--- config.mk ---
export PLATFORM = sky130hd
export DESIGN_NAME = prod_block_sched
export DESIGN_NICKNAME = d
export VERILOG_FILES = /design/src/rtl/prod_sched_pkg.sv /design/src/rtl/prod_block_sched_rr_arbiter.sv /design/src/rtl/prod_block_sched.sv
export SDC_FILE = /design/constraint.sdc
export NUM_CORES = 1
export LEC_CHECK = 0
export BUFFER_PORTS_ARGS = -buffer_cell sky130_fd_sc_hd__buf_2
export CORE_MARGIN = 10
export CORE_UTILIZATION = 51
export DETAILED_ROUTE_END_ITERATION = 8
export GPL_ROUTABILITY_DRIVEN = 0
export PLACE_DENSITY = 0.78
export SLEW_MARGIN = 20
export SYNTH_ARGS = -nofsm -noshare
export SYNTH_HDL_FRONTEND = slang
export SYNTH_HIERARCHICAL = 1
export SYNTH_SLANG_ARGS = --single-unit
--- constraint.sdc ---
create_clock -name clk -period 2.8 [get_ports clk]
set_clock_uncertainty 0.1 [all_clocks]
set_input_delay 0 -clock clk [delete_from_list [all_inputs] [get_ports clk]]
set_output_delay 0 -clock clk [all_outputs]
set_load 0.05 [all_outputs]
--- src/rtl/prod_sched_pkg.sv ---
// Shared types, widths and helpers for the product-block scheduler.
package prod_sched_pkg;

    typedef enum logic [1:0] {
        IDLE  = 2'd0,
        ISSUE = 2'd1,
        WAIT  = 2'd2,
        RESP  = 2'd3
    } sched_state_t;

    localparam int PB_OPND_W = 4;
    localparam int PB_PROD_W = 8;
    localparam logic [PB_PROD_W-1:0] PB_PROD_MAX = 8'd255;

    // Exact reference product of two 4-bit operands (max 225, fits in 8 bits).
    function automatic logic [PB_PROD_W-1:0] exact_prod(
        input logic [PB_OPND_W-1:0] w,
        input logic [PB_OPND_W-1:0] x
    );
        return {4'b0000, w} * {4'b0000, x};
    endfunction

    // Pulse counter step that sticks at the maximum value.
    function automatic logic [PB_PROD_W-1:0] sat_inc(
        input logic [PB_PROD_W-1:0] cnt,
        input logic                 pulse
    );
        if (pulse && (cnt != PB_PROD_MAX)) begin
            return cnt + 8'd1;
        end else begin
            return cnt;
        end
    endfunction

endpackage

--- src/rtl/prod_block_sched_rr_arbiter.sv ---
// Round-robin arbiter: grants the first requester after last_grant, wrapping.
module rr_arbiter #(
    parameter int NUM_REQ = 4
) (
    input  logic [NUM_REQ-1:0]         req,
    input  logic [$clog2(NUM_REQ)-1:0] last_grant,
    input  logic                       en,
    output logic [NUM_REQ-1:0]         grant,
    output logic [$clog2(NUM_REQ)-1:0] grant_idx,
    output logic                       grant_valid
);

    localparam int ID_W = $clog2(NUM_REQ);

    int              cand_s;
    logic [ID_W-1:0] cand_idx_s;

    // Walk the requesters in priority order starting just after last_grant.
    always_comb begin
        grant       = '0;
        grant_idx   = '0;
        grant_valid = 1'b0;
        cand_s      = 0;
        cand_idx_s  = '0;
        for (int k = 1; k <= NUM_REQ; k++) begin
            cand_s = int'(last_grant) + k;
            if (cand_s >= NUM_REQ) begin
                cand_s = cand_s - NUM_REQ;
            end else begin
                cand_s = cand_s;
            end
            cand_idx_s = ID_W'(cand_s);
            if (en && !grant_valid && req[cand_idx_s]) begin
                grant[cand_idx_s] = 1'b1;
                grant_idx         = cand_idx_s;
                grant_valid       = 1'b1;
            end else begin
                grant_valid = grant_valid;
            end
        end
    end

endmodule

--- src/rtl/prod_block_sched.sv ---
// Scheduler for one shared product block: arbitrates operand pairs, starts the
// block, counts its unary output pulses over a fixed window and reports the
// product together with a mismatch flag against the exact w*x.
module prod_block_sched
    import prod_sched_pkg::*;
#(
    parameter int NUM_REQ = 4,
    parameter int WINDOW  = 256
) (
    input  logic                            clk,
    input  logic                            reset_n,
    input  logic [NUM_REQ-1:0]              req_valid,
    input  logic [NUM_REQ-1:0][PB_OPND_W-1:0] req_w,
    input  logic [NUM_REQ-1:0][PB_OPND_W-1:0] req_x,
    output logic [NUM_REQ-1:0]              req_ready,
    output logic                            pb_in_rdy,
    output logic [PB_OPND_W-1:0]            pb_w,
    output logic [PB_OPND_W-1:0]            pb_x,
    input  logic                            pb_out,
    output logic                            rsp_valid,
    input  logic                            rsp_ready,
    output logic [$clog2(NUM_REQ)-1:0]      rsp_id,
    output logic [PB_PROD_W-1:0]            rsp_prod,
    output logic                            rsp_mismatch
);

    localparam int ID_W  = $clog2(NUM_REQ);
    localparam int WIN_W = $clog2(WINDOW);
    localparam logic [WIN_W-1:0] WIN_LAST = WIN_W'(WINDOW - 1);

    sched_state_t           state_r;
    logic [ID_W-1:0]        last_grant_r;
    logic [ID_W-1:0]        g_r;
    logic [PB_OPND_W-1:0]   w_r;
    logic [PB_OPND_W-1:0]   x_r;
    logic [PB_PROD_W-1:0]   pulse_cnt_r;
    logic [WIN_W-1:0]       win_cnt_r;
    logic                   pb_in_rdy_r;
    logic                   rsp_valid_r;
    logic [ID_W-1:0]        rsp_id_r;
    logic [PB_PROD_W-1:0]   rsp_prod_r;
    logic                   rsp_mismatch_r;

    logic [NUM_REQ-1:0]     grant_s;
    logic [ID_W-1:0]        grant_idx_s;
    logic                   grant_valid_s;
    logic                   arb_en_s;
    logic [PB_PROD_W-1:0]   cnt_next_s;

    assign arb_en_s   = (state_r == IDLE);
    assign cnt_next_s = sat_inc(pulse_cnt_r, pb_out);

    rr_arbiter #(
        .NUM_REQ (NUM_REQ)
    ) u_arb (
        .req         (req_valid),
        .last_grant  (last_grant_r),
        .en          (arb_en_s),
        .grant       (grant_s),
        .grant_idx   (grant_idx_s),
        .grant_valid (grant_valid_s)
    );

    // Grant is only offered while idle, so it is the accept strobe itself.
    assign req_ready    = grant_s;
    assign pb_in_rdy    = pb_in_rdy_r;
    assign pb_w         = w_r;
    assign pb_x         = x_r;
    assign rsp_valid    = rsp_valid_r;
    assign rsp_id       = rsp_id_r;
    assign rsp_prod     = rsp_prod_r;
    assign rsp_mismatch = rsp_mismatch_r;

    // Operation sequencer: accept, start pulse, count window, hold response.
    always_ff @(posedge clk or negedge reset_n) begin
        if (!reset_n) begin
            state_r        <= IDLE;
            last_grant_r   <= ID_W'(NUM_REQ - 1);
            g_r            <= '0;
            w_r            <= '0;
            x_r            <= '0;
            pulse_cnt_r    <= '0;
            win_cnt_r      <= '0;
            pb_in_rdy_r    <= 1'b0;
            rsp_valid_r    <= 1'b0;
            rsp_id_r       <= '0;
            rsp_prod_r     <= '0;
            rsp_mismatch_r <= 1'b0;
        end else begin
            case (state_r)
                IDLE: begin
                    if (grant_valid_s) begin
                        g_r         <= grant_idx_s;
                        w_r         <= req_w[grant_idx_s];
                        x_r         <= req_x[grant_idx_s];
                        pb_in_rdy_r <= 1'b1;
                        state_r     <= ISSUE;
                    end
                end
                ISSUE: begin
                    pb_in_rdy_r <= 1'b0;
                    pulse_cnt_r <= '0;
                    win_cnt_r   <= '0;
                    state_r     <= WAIT;
                end
                WAIT: begin
                    pulse_cnt_r <= cnt_next_s;
                    if (win_cnt_r == WIN_LAST) begin
                        // The final window cycle's pulse is folded in here.
                        rsp_prod_r     <= cnt_next_s;
                        rsp_mismatch_r <= (cnt_next_s != exact_prod(w_r, x_r));
                        rsp_id_r       <= g_r;
                        rsp_valid_r    <= 1'b1;
                        state_r        <= RESP;
                    end else begin
                        win_cnt_r <= win_cnt_r + WIN_W'(1);
                    end
                end
                RESP: begin
                    if (rsp_ready) begin
                        rsp_valid_r  <= 1'b0;
                        last_grant_r <= g_r;
                        state_r      <= IDLE;
                    end
                end
                default: begin
                    pb_in_rdy_r <= 1'b0;
                    rsp_valid_r <= 1'b0;
                    state_r     <= IDLE;
                end
            endcase
        end
    end

endmodule
### After elaboration in Yosys (flattened, before gate mapping)

Index checks and enable logic that the tools add are counted.

| cells by class | value |
|---|---|
| $add $sub $neg | 10 |
| multipliers | 1 |
| order comparisons | 13 |
| eq/ne operators | 10 |
| multiplexer cells | 49 |
| bitwise gates (word level) | 3 |
| reduce and logical (&&, ||, !) cells | 26 |

Operator list:

| cell | number |
|---|---|
| one-hot mux 8 bit (2 select lines) | 2 |
| two-way mux 4 bit | 6 |
| two-way mux 2 bit | 11 |
| adder 8 x 1 -> 8 bit (second input constant) | 2 |
| binary-select mux 4 bit (select 2 bit) | 2 |
| two-way mux 8 bit | 2 |
| less-than comparator 2 x 3 -> 1 bit (second input constant) | 5 |
| two-way mux 1 bit | 15 |
| logical AND 1 bit | 12 |
| bitwise OR 4 bit | 3 |
| AND reduction 2 bit | 5 |
| greater-or-equal comparator 3 bit (second input constant) | 3 |
| binary-select mux 1 bit (select 2 bit) | 4 |
| demux 1 bit (select 2 bit) | 4 |
| == test 8 bit (second input constant) | 1 |
| greater-or-equal comparator 2 x 1 -> 1 bit (second input constant) | 4 |
| multiplier 4 x 4 -> 8 bit | 1 |
| != test 2 bit (second input constant) | 4 |
| != test 8 bit | 1 |
| != test 8 bit (second input constant) | 1 |
| one-hot mux 2 bit (4 select lines) | 1 |
| subtractor 2 x 1 -> 2 bit (second input constant) | 4 |
| adder 2 x 2 -> 3 bit (second input constant) | 2 |
| AND reduction 3 bit | 2 |
| other kinds (9) | 15 |

| word-level totals | value |
|---|---|
| flip-flop bits (word level) | 43 |
| input bits | 40 |
| output and inout bits | 25 |
| logic and storage cells | 124 |

### Longest topological paths before layout

| depth | value |
|---|---|
| depth in word-level cells | 21 |
| depth in mapped cells | 12 |

### By module

Netlist, hierarchy kept.

Modules (own cells, without submodules):

| module | instances | cells an instance | area an instance (sq um) |
|---|---|---|---|
| prod_block_sched | 1 | 272 | 2753.9 |
| rr_arbiter | 1 | 65 | 521.8 |

### Least setup slack after synthesis

OpenSTA, ideal clock, no wires.

| timing path | value |
|---|---|
| path kind | register to register |
| start point | register x_r[3], in the netlist pb_x[3] |
| end point | register rsp_mismatch_r, in the netlist rsp_mismatch |
| setup time | 0.133 ns |
| arrival time | 3.235 ns |
| required time | 2.567 ns |
| path slack | -0.669 ns |
| cell stages (with the launch flop) | 12 |
| cells stage by stage | dfrtp_1 > nand2_1 > fa_1 > fa_1 > inv_1 > fa_1 > a21o_1 > a21oi_1 > xnor2_1 > xnor2_1 > nor4_1 > a31oi_1 |

| between the ends | value |
|---|---|
| cells in the longest elaborated chain, start to end | 2 |

Ends and longest elaborated chain:

| item | RTL line | RTL |
|---|---|---|
| start: declaration | prod_block_sched.sv:35 | `logic [PB_OPND_W-1:0] x_r;` |
| start signal: assignment | prod_block_sched.sv:95 | `x_r <= req_x[grant_idx_s];` |
| multiplier 4 x 4 -> 8 bit | prod_sched_pkg.sv:20 | `return {4'b0000, w} * {4'b0000, x};` |
| != test 8 bit | prod_block_sched.sv:111 | `rsp_mismatch_r <= (cnt_next_s != exact_prod(w_r, x_r));` |
| end signal: assignment | prod_block_sched.sv:111 |  |
| end: declaration | prod_block_sched.sv:42 | `logic rsp_mismatch_r;` |

No other way between the ends.
A chain may end at the register's enable or synchronous reset.

### Worst setup path after layout

| timing path | value |
|---|---|
| start point | register x_r[1], in the netlist pb_x[1] |
| end point | register rsp_mismatch_r, in the netlist rsp_mismatch |

Same word-level chain as after synthesis.

==> run_results.csv <==
group,metric,value,unit
route,vias_per_cell,5.69,
synthesis,yosys_warnings,6,
setup_path,worst_ep_required_time,2.94,ns
finish,area_growth,27.9,%
route,dr.pass1.iters,4,
setup_path,cp_max_fo,4,
clock_tree,clk_pin_slew_worst_paths,0.09,ns
route,drt-wirelength-per-cell,16.3,um
sta,slew_violations,0,
sta,tns,-0.542,ns
sta,slew_headroom,0.355,
setup_path,path_cells,"nand2_2, fa_1, fa_1, inv_2, ha_4, a21o_1, a21o_1, xor2_1, xnor3_1, a21boi_1, a31oi_1",
finish,layout_common_cells,"buf_2 (61), nand2_1 (43), dfrtp_1 (35), buf_4 (31), ha_1 (22)",
floorplan,dieHeight,100,um
place,port-buffer-count,64,
clock_tree,cts_tree,"yes",
place,place_inst,500,
synthesis,synth_edf_count,0,
synthesis,ys_seq_elements,43,
floorplan,core-area,0.00628,mm^2
route,dr.first_iter.drc_count,103,
finish,layout_commonest_cell,"buf_2",
clock_tree,tritoncts.num_buffers,5,
place,place_hpwl,6.38,mm
place,place_area,0.00395,mm^2
setup_path,cp-end-kind,"flip-flop",
floorplan,rows,29,
sta,fmax,338,MHz
setup_path,crit_type,"reg -> reg",
power_and_ir_drop,pwr_density_cell,1200,mW/mm^2
sta,fin_crit_sh,1.06,
clock_tree,cts.htree.levels,2,
route,drcViolationCount,0,
global_routing,grt_start_max_net_pins,44,
floorplan,die_width,100,um
status,status,"finished, violations left",
status,violations,"negative setup slack",
sta,finalCriticalPeriod,2.96,ns
power_and_ir_drop,peakVddDrop,868,uV
job,max_cap_violations,0,
sta,hold_slack,0.00983,ns
global_routing,grt_pass1_wl,14.0,mm
synthesis,ys_seq_area_frac,0.329,
clock_tree,cts.path.max_buffers,2,
synthesis,syn_area,0.00328,mm^2
sta,rsz0062_at_grt,"yes",
finish,drive_gt1_frac,0.372,
sta,setup_viol,9,
setup_path,crit_path_start_kind,"flip-flop",
route,drt_wl_total,8.34,mm
synthesis,synth_ff_type,"dfrtp_1",
sta,tightest_slew,0.967,ns
clock_tree,insertion_delay,0.31,ns
finish,n_antenna_cell,0,
floorplan,ios,65,
finish,fillers,507,
global_routing,grt_usage,0.167,
finish,layoutNonFillerInstCount,513,
synthesis,ys_async_sr_fraction,1.00,
floorplan,start_util,0.522,
synthesis,syn_area_per_cell,9.72,um^2
setup_path,worstPathArrival,3.10,ns
sta,setup_ws,-0.159,ns
route,postRouteAntennaNets,0,
global_routing,grt_overflow_total,0,
finish,fin_area,0.00419,mm^2
clock_tree,cts-root-buf,"clkbuf_8",
clock_tree,cts.sinks,43,
global_routing,antenna_found_initial,0,
finish,fin_nets,504,
hold_path,hold_class,"in -> reg",
sta,finalHoldViolCount,0,
global_routing,grt_pass1_vias,3032,
synthesis,synth_fp_nets,406,
finish,utilization,0.667,
setup_path,cpMaxStageDelayCell,"fa_1",
route,vias,2920,
synthesis,synth_cells,337,
power_and_ir_drop,p_leak,1.96,nW
setup_path,max_stage_delay,0.55,ns
floorplan,die-area,0.0100,mm^2
synthesis,yosysUniqueCellTypes,55,
synthesized netlist by cell type, types with 3 or more instances:
master     number  area [um^2]
a31oi_1         7         43.8
o21ai_0        17         85.1
mux2_2         13          146
a21oi_1        18         90.1
fa_1            4         80.1
a221o_1         4         40.0
nor2b_1         4         25.0
nand3_1        10         50.1
o21ai_1         3         15.0
o2bb2ai_1       4         35.0
clkbuf_1        4         15.0
and2_1          9         56.3
dfrtp_1        41         1030
a21o_1          4         30.0
inv_1          17         63.8
ha_1           25          313
mux4_2          9          203
o22ai_1         3         18.8
nand2_1        46          173
xnor2_1         7         61.3
nor2_1         19         71.3
nor3_1          7         35.0
buf_2           3         15.0
a31o_1          4         35.0
xor2_1          7         61.3
mux2i_1         5         50.1
and3_1          7         43.8
sequential cells by signal, summed over array words and instances, names as in the netlist:
signal	cells
pulse_cnt_r	8
rsp_prod	8
win_cnt_r	8
pb_w	4
pb_x	4
g_r	2
last_grant_r	2
rsp_id	2
state_r	2
pb_in_rdy	1
rsp_mismatch	1
rsp_valid	1
final timing paths:
check                             from           end  slack, ns  cells after the start
setup / recovery               pb_x[1]  rsp_mismatch      -0.16                     11
hold / removal               rsp_ready     rsp_valid       0.01                      4
setup reg to reg               pb_x[1]  rsp_mismatch      -0.16                     11
hold reg to reg            rsp_prod[6]   rsp_prod[6]       0.38                      2
max in group asynchronous      reset_n       pb_x[3]       1.65                      2
min in group asynchronous      reset_n  win_cnt_r[5]       0.28                      2
kinds of logic after synthesis:
group	count (synthesis)	synth area share
simple gates	116	0.175
compound gates	79	0.163
flops	43	0.329
mux	29	0.129
fa+ha+maj	29	0.120
buf+inv	25	0.0321
xor+xnor	16	0.0512
critical path: cells and delay by family (launching register included):
kind / cells / cell delay (ns)
compound gates: 4 / 0.63
simple gates: 1 / 0.07
fa+ha+maj: 3 / 1.19
flops: 1 / 0.40
buf+inv: 1 / 0.11
xor+xnor: 2 / 0.40
stage by stage:
step                      setup WS, ns  power (mW)
after floorplan                 -0.228        3.31
after global placement         -0.0818        4.10
after detailed placement        -0.176        4.22
after CTS                       -0.156        4.85
after global routing            -0.310        5.42
final                           -0.159        5.03
cell type report:
cell class | count | area (um^2) | share of cell area
clock buffers | 6 | 72.6 | 0.0173
clock inverters | 2 | 60.1 | 0.0143
inverters | 17 | 66.3 | 0.0158
multi-input cells | 269 | 2170 | 0.519
flip-flops and latches | 43 | 1090 | 0.259
well taps | 77 | 96.3 | 0.0230
repair buffers | 99 | 633 | 0.151
metal layers:
metal	wire [um]	GRT usage
met1	3660	0.206
met2	4140	0.278
met3	419	0.0405
met4	125	0.0598
met5	0	0
repair_timing:
item,4_1_cts,5_1_grt
buffers inserted,2,2
gates resized for setup,1,16
endpoints found under the setup margin,9,13
hold buffers,1,0
pin swaps,4,1
endpoints found under the hold margin,41,0
power by group:
group	total (mW)	switching (mW)	internal (mW)
Combinational	3.52	1.90	1.62
Clock	0.584	0.228	0.357
Sequential	0.924	0.144	0.781
Note: power is estimated with default switching activity, not from simulation.
